==> src/rtl/kgp_control_fsm.sv <==
// Multi-cycle control unit for the KGP-RISC core: fetch/decode/execute/memory/write-back
// sequencing, memory handshake, and a retired-instruction counter.
module kgp_control_fsm (
    input  logic        clk,
    input  logic        rst_n,
    input  logic [5:0]  opcode,
    input  logic [10:0] opcode_ext,
    input  logic        flag_zero,
    input  logic        flag_carry,
    input  logic        flag_sign,
    input  logic        mem_ready,
    output logic        mem_req,
    output logic        mem_we,
    output logic        mem_addr_sel,
    output logic        ir_load,
    output logic        mdr_load,
    output logic        pc_load,
    output logic        flags_load,
    output logic        reg_we,
    output logic [1:0]  pc_src,
    output logic        alu_src_imm,
    output logic [3:0]  alu_op,
    output logic        reg_wsel,
    output logic [2:0]  state,
    output logic        halted,
    output logic        illegal_op,
    output logic [31:0] retired
);

    typedef enum logic [2:0] {
        FETCH  = 3'd0,
        DECODE = 3'd1,
        EXEC   = 3'd2,
        MEM    = 3'd3,
        WB     = 3'd4,
        HALT   = 3'd5,
        ERR    = 3'd6
    } state_t;

    typedef enum logic [1:0] {
        K_ALU = 2'd0,
        K_LW  = 2'd1,
        K_SW  = 2'd2,
        K_BR  = 2'd3
    } kind_t;

    state_t      cur_state;
    state_t      next_state;
    kind_t       kind_q;
    kind_t       dec_kind;
    kind_t       next_kind;
    logic [3:0]  alu_op_q;
    logic [3:0]  dec_alu_op;
    logic [3:0]  next_alu_op;
    logic        imm_q;
    logic        dec_imm;
    logic        next_imm;
    logic        dec_legal;
    logic        dec_halt;
    logic [3:0]  br_op_q;
    logic        branch_exec;
    logic        br_cond;
    logic        br_taken;
    logic        mem_done;
    logic        retire_now;
    logic        alu_phase;
    logic        unused_ext;

    assign unused_ext = ^opcode_ext[10:4];

    always_comb begin
        dec_kind   = K_ALU;
        dec_alu_op = 4'd0;
        dec_imm    = 1'b0;
        dec_legal  = 1'b1;
        dec_halt   = 1'b0;
        case (opcode)
            6'b000000: begin
                dec_alu_op = opcode_ext[3:0];
                dec_legal  = ~opcode_ext[3];
            end
            6'b000001: dec_imm = 1'b1;
            6'b000010: begin
                dec_alu_op = 4'd8;
                dec_imm    = 1'b1;
            end
            6'b000011: begin
                dec_kind = K_LW;
                dec_imm  = 1'b1;
            end
            6'b000100: begin
                dec_kind = K_SW;
                dec_imm  = 1'b1;
            end
            6'b000101, 6'b000110, 6'b000111, 6'b001000, 6'b001001: dec_kind = K_BR;
            6'b111111: dec_halt = 1'b1;
            default:   dec_legal = 1'b0;
        endcase
    end

    // Registered outputs are computed for the state being entered, so the
    // instruction attributes come straight from the decoder while in DECODE.
    assign next_kind   = (cur_state == DECODE) ? dec_kind   : kind_q;
    assign next_alu_op = (cur_state == DECODE) ? dec_alu_op : alu_op_q;
    assign next_imm    = (cur_state == DECODE) ? dec_imm    : imm_q;
    assign mem_done    = mem_req & mem_ready;
    assign alu_phase   = (next_state == EXEC) || (next_state == MEM);

    always_comb begin
        next_state = cur_state;
        case (cur_state)
            FETCH:  if (mem_done) next_state = DECODE;
            DECODE: begin
                if (!dec_legal)    next_state = ERR;
                else if (dec_halt) next_state = HALT;
                else               next_state = EXEC;
            end
            EXEC: begin
                case (kind_q)
                    K_ALU:      next_state = WB;
                    K_LW, K_SW: next_state = MEM;
                    default:    next_state = FETCH;
                endcase
            end
            MEM:    if (mem_done) next_state = (kind_q == K_LW) ? WB : FETCH;
            WB:     next_state = FETCH;
            HALT:   next_state = HALT;
            ERR:    next_state = ERR;
            default: next_state = ERR;
        endcase
    end

    always_comb begin
        case (br_op_q)
            4'd5:    br_cond = 1'b1;
            4'd6:    br_cond = flag_zero;
            4'd7:    br_cond = ~flag_zero;
            4'd8:    br_cond = flag_carry;
            4'd9:    br_cond = flag_sign;
            default: br_cond = 1'b0;
        endcase
    end

    // Load strobes that depend on same-cycle mem_ready or flags stay combinational.
    assign br_taken = branch_exec & br_cond;
    assign ir_load  = mem_done & ~mem_addr_sel;
    assign mdr_load = mem_done & mem_addr_sel & ~mem_we;
    assign pc_load  = ir_load | br_taken;
    assign pc_src   = br_taken ? 2'b01 : 2'b00;
    assign state    = cur_state;

    assign retire_now = (cur_state == WB)
                      | ((cur_state == MEM) & mem_done & (kind_q == K_SW))
                      | ((cur_state == EXEC) & (kind_q == K_BR));

    always_ff @(posedge clk or negedge rst_n) begin
        if (!rst_n) begin
            cur_state    <= FETCH;
            kind_q       <= K_ALU;
            alu_op_q     <= 4'd0;
            imm_q        <= 1'b0;
            br_op_q      <= 4'd0;
            mem_req      <= 1'b0;
            mem_we       <= 1'b0;
            mem_addr_sel <= 1'b0;
            alu_op       <= 4'd0;
            alu_src_imm  <= 1'b0;
            flags_load   <= 1'b0;
            reg_we       <= 1'b0;
            reg_wsel     <= 1'b0;
            branch_exec  <= 1'b0;
            halted       <= 1'b0;
            illegal_op   <= 1'b0;
            retired      <= 32'd0;
        end else begin
            cur_state <= next_state;
            if (cur_state == DECODE) begin
                kind_q   <= dec_kind;
                alu_op_q <= dec_alu_op;
                imm_q    <= dec_imm;
                br_op_q  <= opcode[3:0];
            end
            mem_req      <= (next_state == FETCH) || (next_state == MEM);
            mem_addr_sel <= (next_state == MEM);
            mem_we       <= (next_state == MEM) && (next_kind == K_SW);
            alu_op       <= alu_phase ? next_alu_op : 4'd0;
            alu_src_imm  <= alu_phase && next_imm;
            flags_load   <= (next_state == EXEC) && (next_kind == K_ALU);
            reg_we       <= (next_state == WB);
            reg_wsel     <= (next_state == WB) && (next_kind == K_LW);
            branch_exec  <= (next_state == EXEC) && (next_kind == K_BR);
            halted       <= (next_state == HALT);
            illegal_op   <= (next_state == ERR);
            if (retire_now) retired <= retired + 32'd1;
        end
    end

endmodule

==> config.mk <==
export PLATFORM = sky130hd
export DESIGN_NAME = kgp_control_fsm
export DESIGN_NICKNAME = d
export VERILOG_FILES = /design/src/rtl/kgp_control_fsm.sv
export SDC_FILE = /design/constraint.sdc
export NUM_CORES = 1
export LEC_CHECK = 0
export BUFFER_PORTS_ARGS = -buffer_cell sky130_fd_sc_hd__buf_2
export CAP_MARGIN = 20
export CORE_MARGIN = 1
export CORE_UTILIZATION = 47
export DETAILED_ROUTE_END_ITERATION = 8
export PLACE_DENSITY = 0.72
export RECOVER_POWER = 25
export SLEW_MARGIN = 20
export SYNTH_ARGS = -nofsm -noshare
export SYNTH_HDL_FRONTEND = slang
export SYNTH_SLANG_ARGS = --single-unit
==> constraint.sdc <==
create_clock -name clk -period 3.5 [get_ports clk]
set_clock_uncertainty 0.2 [all_clocks]
set_input_delay 0.7 -clock clk [delete_from_list [all_inputs] [get_ports clk]]
set_output_delay 0.7 -clock clk [all_outputs]
set_load 0.03 [all_outputs]
# Yosys cells after proc, flatten, opt, wreduce, memory -nomap -nowiden
# Cells that the tools add are included.
# Widths: inputs -> output; s select.
totals:
  register_bits: 60
  in_bits: 23
  output_inout_bits: 53
  word_cells: 98
op_classes:
  add_sub_neg: 1
  eq_ne: 31
  n_mux: 18
  bitwise_logic: 15
  n_reduce_logical: 16
op_table:
  columns: ["operator", "n"]
  rows:
  - ["$add 32x1->32 const B", 1]
  - ["$eq 6x3->1 const B", 4]
  - ["$pmux 3 s6", 1]
  - ["$eq 3x3->1 const B", 5]
  - ["$mux 3", 5]
  - ["$eq 3x2->1 const B", 4]
  - ["$eq 4x3->1 const B", 3]
  - ["$eq 6x2->1 const B", 2]
  - ["$eq 6x4->1 const B", 2]
  - ["$reduce_or 10->1", 1]
  - ["$and 1x1->1", 8]
  - ["$eq 2x2->1 const B", 4]
  - ["$eq 4x4->1 const B", 2]
  - ["$mux 4", 2]
  - ["$pmux 4 s2", 1]
  - ["$eq 6x1->1 const B", 1]
  - ["$eq 6x6->1 const B", 1]
  - ["$logic_not 3->1", 2]
  - ["$logic_not 6->1", 1]
  - ["$pmux 2 s3", 1]
  - ["$pmux 3 s2", 1]
  - ["$logic_and 1x1->1", 5]
  - ["$pmux 1 s5", 1]
  - ["$reduce_or 5->1", 1]
  - ["11 further kinds", 22]

# Depth between registers and ports, before layout
depth:
  ltp_word: 8
  mapped_depth: 7
  ltp_nobuf: 7

# Least setup slack after synthesis
# OpenSTA, ideal clock, no wires.
synth_timing:
  path_type: "input to output"
  from: "input port flag_zero"
  to: "output port pc_load"
  arrival_time_ps: 1524
  t_required_ps: 2600
  path_slack_ps: 1076
  cell_stages: 4
  path_buffers: 0
  path_cell_list: "nand2_1 > o21ai_0 > a2111oi_0 > or2_2"
synth_between:
  elab_chain_len: 4
synth_lines:
  columns: ["item", "line", "source"]
  rows:
  - ["start: declaration", "8", "input logic flag_zero,"]
  - ["$not 1->1", "137", "4'd7: br_cond = ~flag_zero;"]
  - ["$pmux 1 s5 (*)", "134", "case (br_op_q)"]
  - ["$and 1x1->1 (*)", "145", "assign br_taken = branch_exec & br_cond;"]
  - ["named net br_taken", "63", "logic br_taken;"]
  - ["$or 1x1->1 (*)", "148", "assign pc_load = ir_load | br_taken;"]
  - ["end: declaration", "17", "output logic pc_load,"]
# Mark *: on every way through the listed nets, which the timed path passes. The rest lies on a longest branch.

# Worst setup path in the final report
layout_timing:
  from: "register br_op_q[1]"
  to: "output port pc_load"
layout_between:
  elab_chain_len: 4
  word_cells_on_any_way: 8
  classes_between: "eq/ne (5); mux (1); bitwise (2)"
layout_lines:
  columns: ["item", "line", "source"]
  rows:
  - ["start: declaration", "60", "logic [3:0] br_op_q;"]
  - ["start signal: assignment", "181", "br_op_q <= opcode[3:0];"]
  - ["$eq 4x4->1 / $eq 4x3->1 (equally long branches)", "134", null]
  - ["$pmux 1 s5 (*)", "134", null]
  - ["$and 1x1->1 (*)", "145", null]
  - ["$or 1x1->1 (*)", "148", null]
# Mark *: on every way between the ends. The rest lies on a longest branch, timed or not.

==> key figures <==
Outcome
  • Outcome: finished, final reports clean

Setup path
  • Crit path kind: reg -> out
  • Top Family by Delay on Critical Path: compound AO/OA/AOI/OAI gates
  • Worst Path Required: about 2.6 ns
  • Crit path largest cell delay: 0.44 ns
  • CP Cell Sequence: nor2_1 -> mux2i_1 -> a2111oi_0 -> or2_2 -> buf_2
  • Startpoint Class: register
  • Slowest CP cell: a2111oi_0
  • CP Buf/Inv Count: 1
  • CP Max Fanout: 4
  • Critical Path AT: roughly 1.8 ns
  • CP Capture Type: output pin

Timing
  • Worst Tran Pin Value: approximately 1.2 ns
  • Min Clock Period, post-route: roughly 2.7 ns
  • Max-slew violations: 0
  • Fin crit share: between 70 and 80%
  • Max Clk Rate: about 0.37 GHz
  • Unrepaired setup endpoints after global routing: false
  • Slew margin rel.: 20.4%
  • Final Setup Violations: 0
  • Total negative slack: 0 ns
  • Hold Violations, Final: 0

Power and ir drop
  • Sw Ratio: about 20%
  • Leakage: about 1.8 nW
  • Sequential share of power: between 40% and 50%
  • Net Sw Power: between 0.2 and 0.3 mW
  • Logic pwr share: approximately 3.3%
  • Clock share of power: 47.5%
  • Cell Int Power: roughly 1.1 mW
  • Peak VDD IR: about 0.22 mV
  • PwrDens: between 400 and 500 mW/mm²

Logic synthesis
  • Seq/Total Area, Yosys: 50.6%
  • Adder-Cell Fraction of Synth Area: about 2.1%
  • Syn. warnings: 0
  • Syn_nets: about 300
  • Xor/xnor cell area share of the yosys netlist: under 10%
  • Cell Area, Synth: 0.00297 mm²
  • Compound-cell area share of the yosys netlist: 8.65%
  • Main flop type after synthesis: dfrtp_1
  • Mux cell area share after synthesis: approximately 1.2%
  • Distinct cell type count after synthesis: 62
  • Post-Synth Simple-Gate Area: between 20% and 30%
  • Largest family of logic cells by synthesized area: simple AND/OR/NAND/NOR gates
  • Ys async rst share: 100%
  • Synth Instances: about 280
  • Synthesis-stage register bit count: 60
  • Post-synth EDFFs: 0
  • Mean Syn Cell Area: approximately 11 µm²

CTS
  • CTS root buf: clkbuf_8
  • Clock sink total: 60
  • Total CTS buffers: 9
  • Post-CTS setup buffers: 0
  • CTS tree: yes
  • Hold buffers post-CTS: 0
  • H-tree depth: 3
  • Cts repair resizes: 0
  • Clock latency on the worst-skew pair: about 0.33 ns
  • Clock Pin Slew Worst Setup and Hold Paths: 0.07 ns
  • CTS max path bufs: 2

Placed design
  • IO Port Bufs: 67
  • Placed cells: roughly 410
  • Detail Placement HPWL: roughly 4.2 mm
  • GPL Wtd Cong: 0.806

Finish
  • Finished Layout Cells: 422
  • ANT cells: 0
  • Leading cell types in the layout, fill and taps excluded: buf_2, dfrtp_1, nand2_1
  • Final nets: between 300 and 400
  • Share of post-route cells with drive strength above 1: roughly a third
  • Syn-to-layout area delta: 18.0%
  • Most common cell after layout, fill and taps aside: buf_2

Drt
  • Post-route ant nets: 0
  • Vias per inst: ~5.2
  • DRT iter0 DRCs: about 110
  • Post-route DRC: 0
  • Via count: 2210
  • First-pass iteration count of the detailed router: 4
  • WL/cell: ~14 µm
  • WL final: 5.74 mm

Floorplan
  • Die Area: about 0.0066 mm²
  • FP Rows: 28
  • Num ports: 76
  • Die Y-Extent: between 80 and 90 µm
  • Core ar.: around 0.0060 mm²
  • Starting Density: around half
  • Die width: 81.4 µm

GRT
  • Initial antenna violation count: 0
  • Number of global-route vias before repair: between 2000 and 2500
  • Largest net degree at the start of global routing: 40
  • First-pass GRT wire length: approximately 9.6 mm
  • Total gr overflow: 0
  • Total track usage: between 10% and 20%

Worst hold path
  • Class of the worst hold path: reg -> reg

Job
  • Max-cap check violation count: 0
-- power by group through the flow --
stage / logic [mW] / registers, mW / clock network (mW)
global route: 0.0541 / 0.696 / 0.729
finish: 0.0465 / 0.696 / 0.672
detailed placement: 0.0489 / 0.709 / 0
floorplan: 0.0245 / 0.709 / 0
global placement: 0.0478 / 0.709 / 0
CTS: 0.0487 / 0.696 / 0.693
-- per-layer routing --
layer	track usage, %	routed length (µm)	up-vias
met3	4.44	298	8
met1	23.6	2620	1063
met2	31.5	2750	59
met5	0	0	-
li1	-	-	1080
met4	10.9	80	0
-- sequential cells by signal, summed over array words and instances, names as in the netlist --
register and count:
halted 1, branch_exec 1, illegal_op 1, state 3, reg_wsel 1, flags_load 1, imm_q 1, alu_op_q 4
br_op_q 4, alu_op 4, mem_addr_sel 1, alu_src_imm 1, reg_we 1, kind_q 2, retired 32, mem_req 1
mem_we 1
-- cell families (layout without fill, tap and decap cells) --
family,Yosys count,after routing
other cells,1,1
mux,3,3
flops,60,60
simple gates,120,120
buf+inv,24,96
xor+xnor,32,32
compound gates,30,30
fa+ha+maj,5,5
-- synthesized netlist by cell type (all sizes together) (6+ instances only) --
library cell,count,area share [%]
dfrtp,60,51
nand2,38,5.1
nor2,22,2.9
xnor2,18,5.3
nand3,14,2.5
xor2,14,4.1
inv,12,1.5
nor3,12,3.0
buf,10,3.1
nand4,10,2.5
a21oi,6,1.1
and3,6,1.3
-- per-stage QoR --
step | total power [mW] | hold slack [ns] | setup slack, ns | area, µm² | util (%)
floorplan | 0.734 | 0.204 | 1.08 | 2970 | -
global placement | 0.757 | 0.244 | 0.852 | 3290 | 55.0
detailed placement | 0.758 | 0.254 | 0.869 | 3290 | 55.0
CTS | 1.44 | 0.137 | 0.823 | 3510 | 58.6
global route | 1.48 | 0.282 | 0.705 | 3500 | 58.4
finish | 1.42 | 0.260 | 0.819 | 3500 | 58.4
-- worst register-to-register path: cells and delay by family, from the launching register on --
kind             cells  cell delay [ns]
AO/OA/AOI/OAI        1             0.25
flip-flops           1             0.56
AND/OR/NAND/NOR      3             1.22
-- final cells by class --
class	count	area (µm²)
well taps	75	93.8
multi-input cells	191	1310
fillers	523	2490
inverters	12	45.0
clock inverters	5	75.1
repair buffers	68	338
flip-flops and latches	60	1500
clock buffers	11	141
-- path summary, 6_finish.rpt --
kind,start,endpoint,cells after the start,slack [ns]
max,br_op_q[1],pc_load,5,0.82
min,retired[31],retired[31],1,0.26
max reg2reg,state[0],mem_we,4,1.17
min reg2reg,retired[31],retired[31],1,0.26
max in group asynchronous,rst_n,br_op_q[3],2,1.18
min in group asynchronous,rst_n,retired[5],1,0.39
Power figures use the tool's default switching activity.
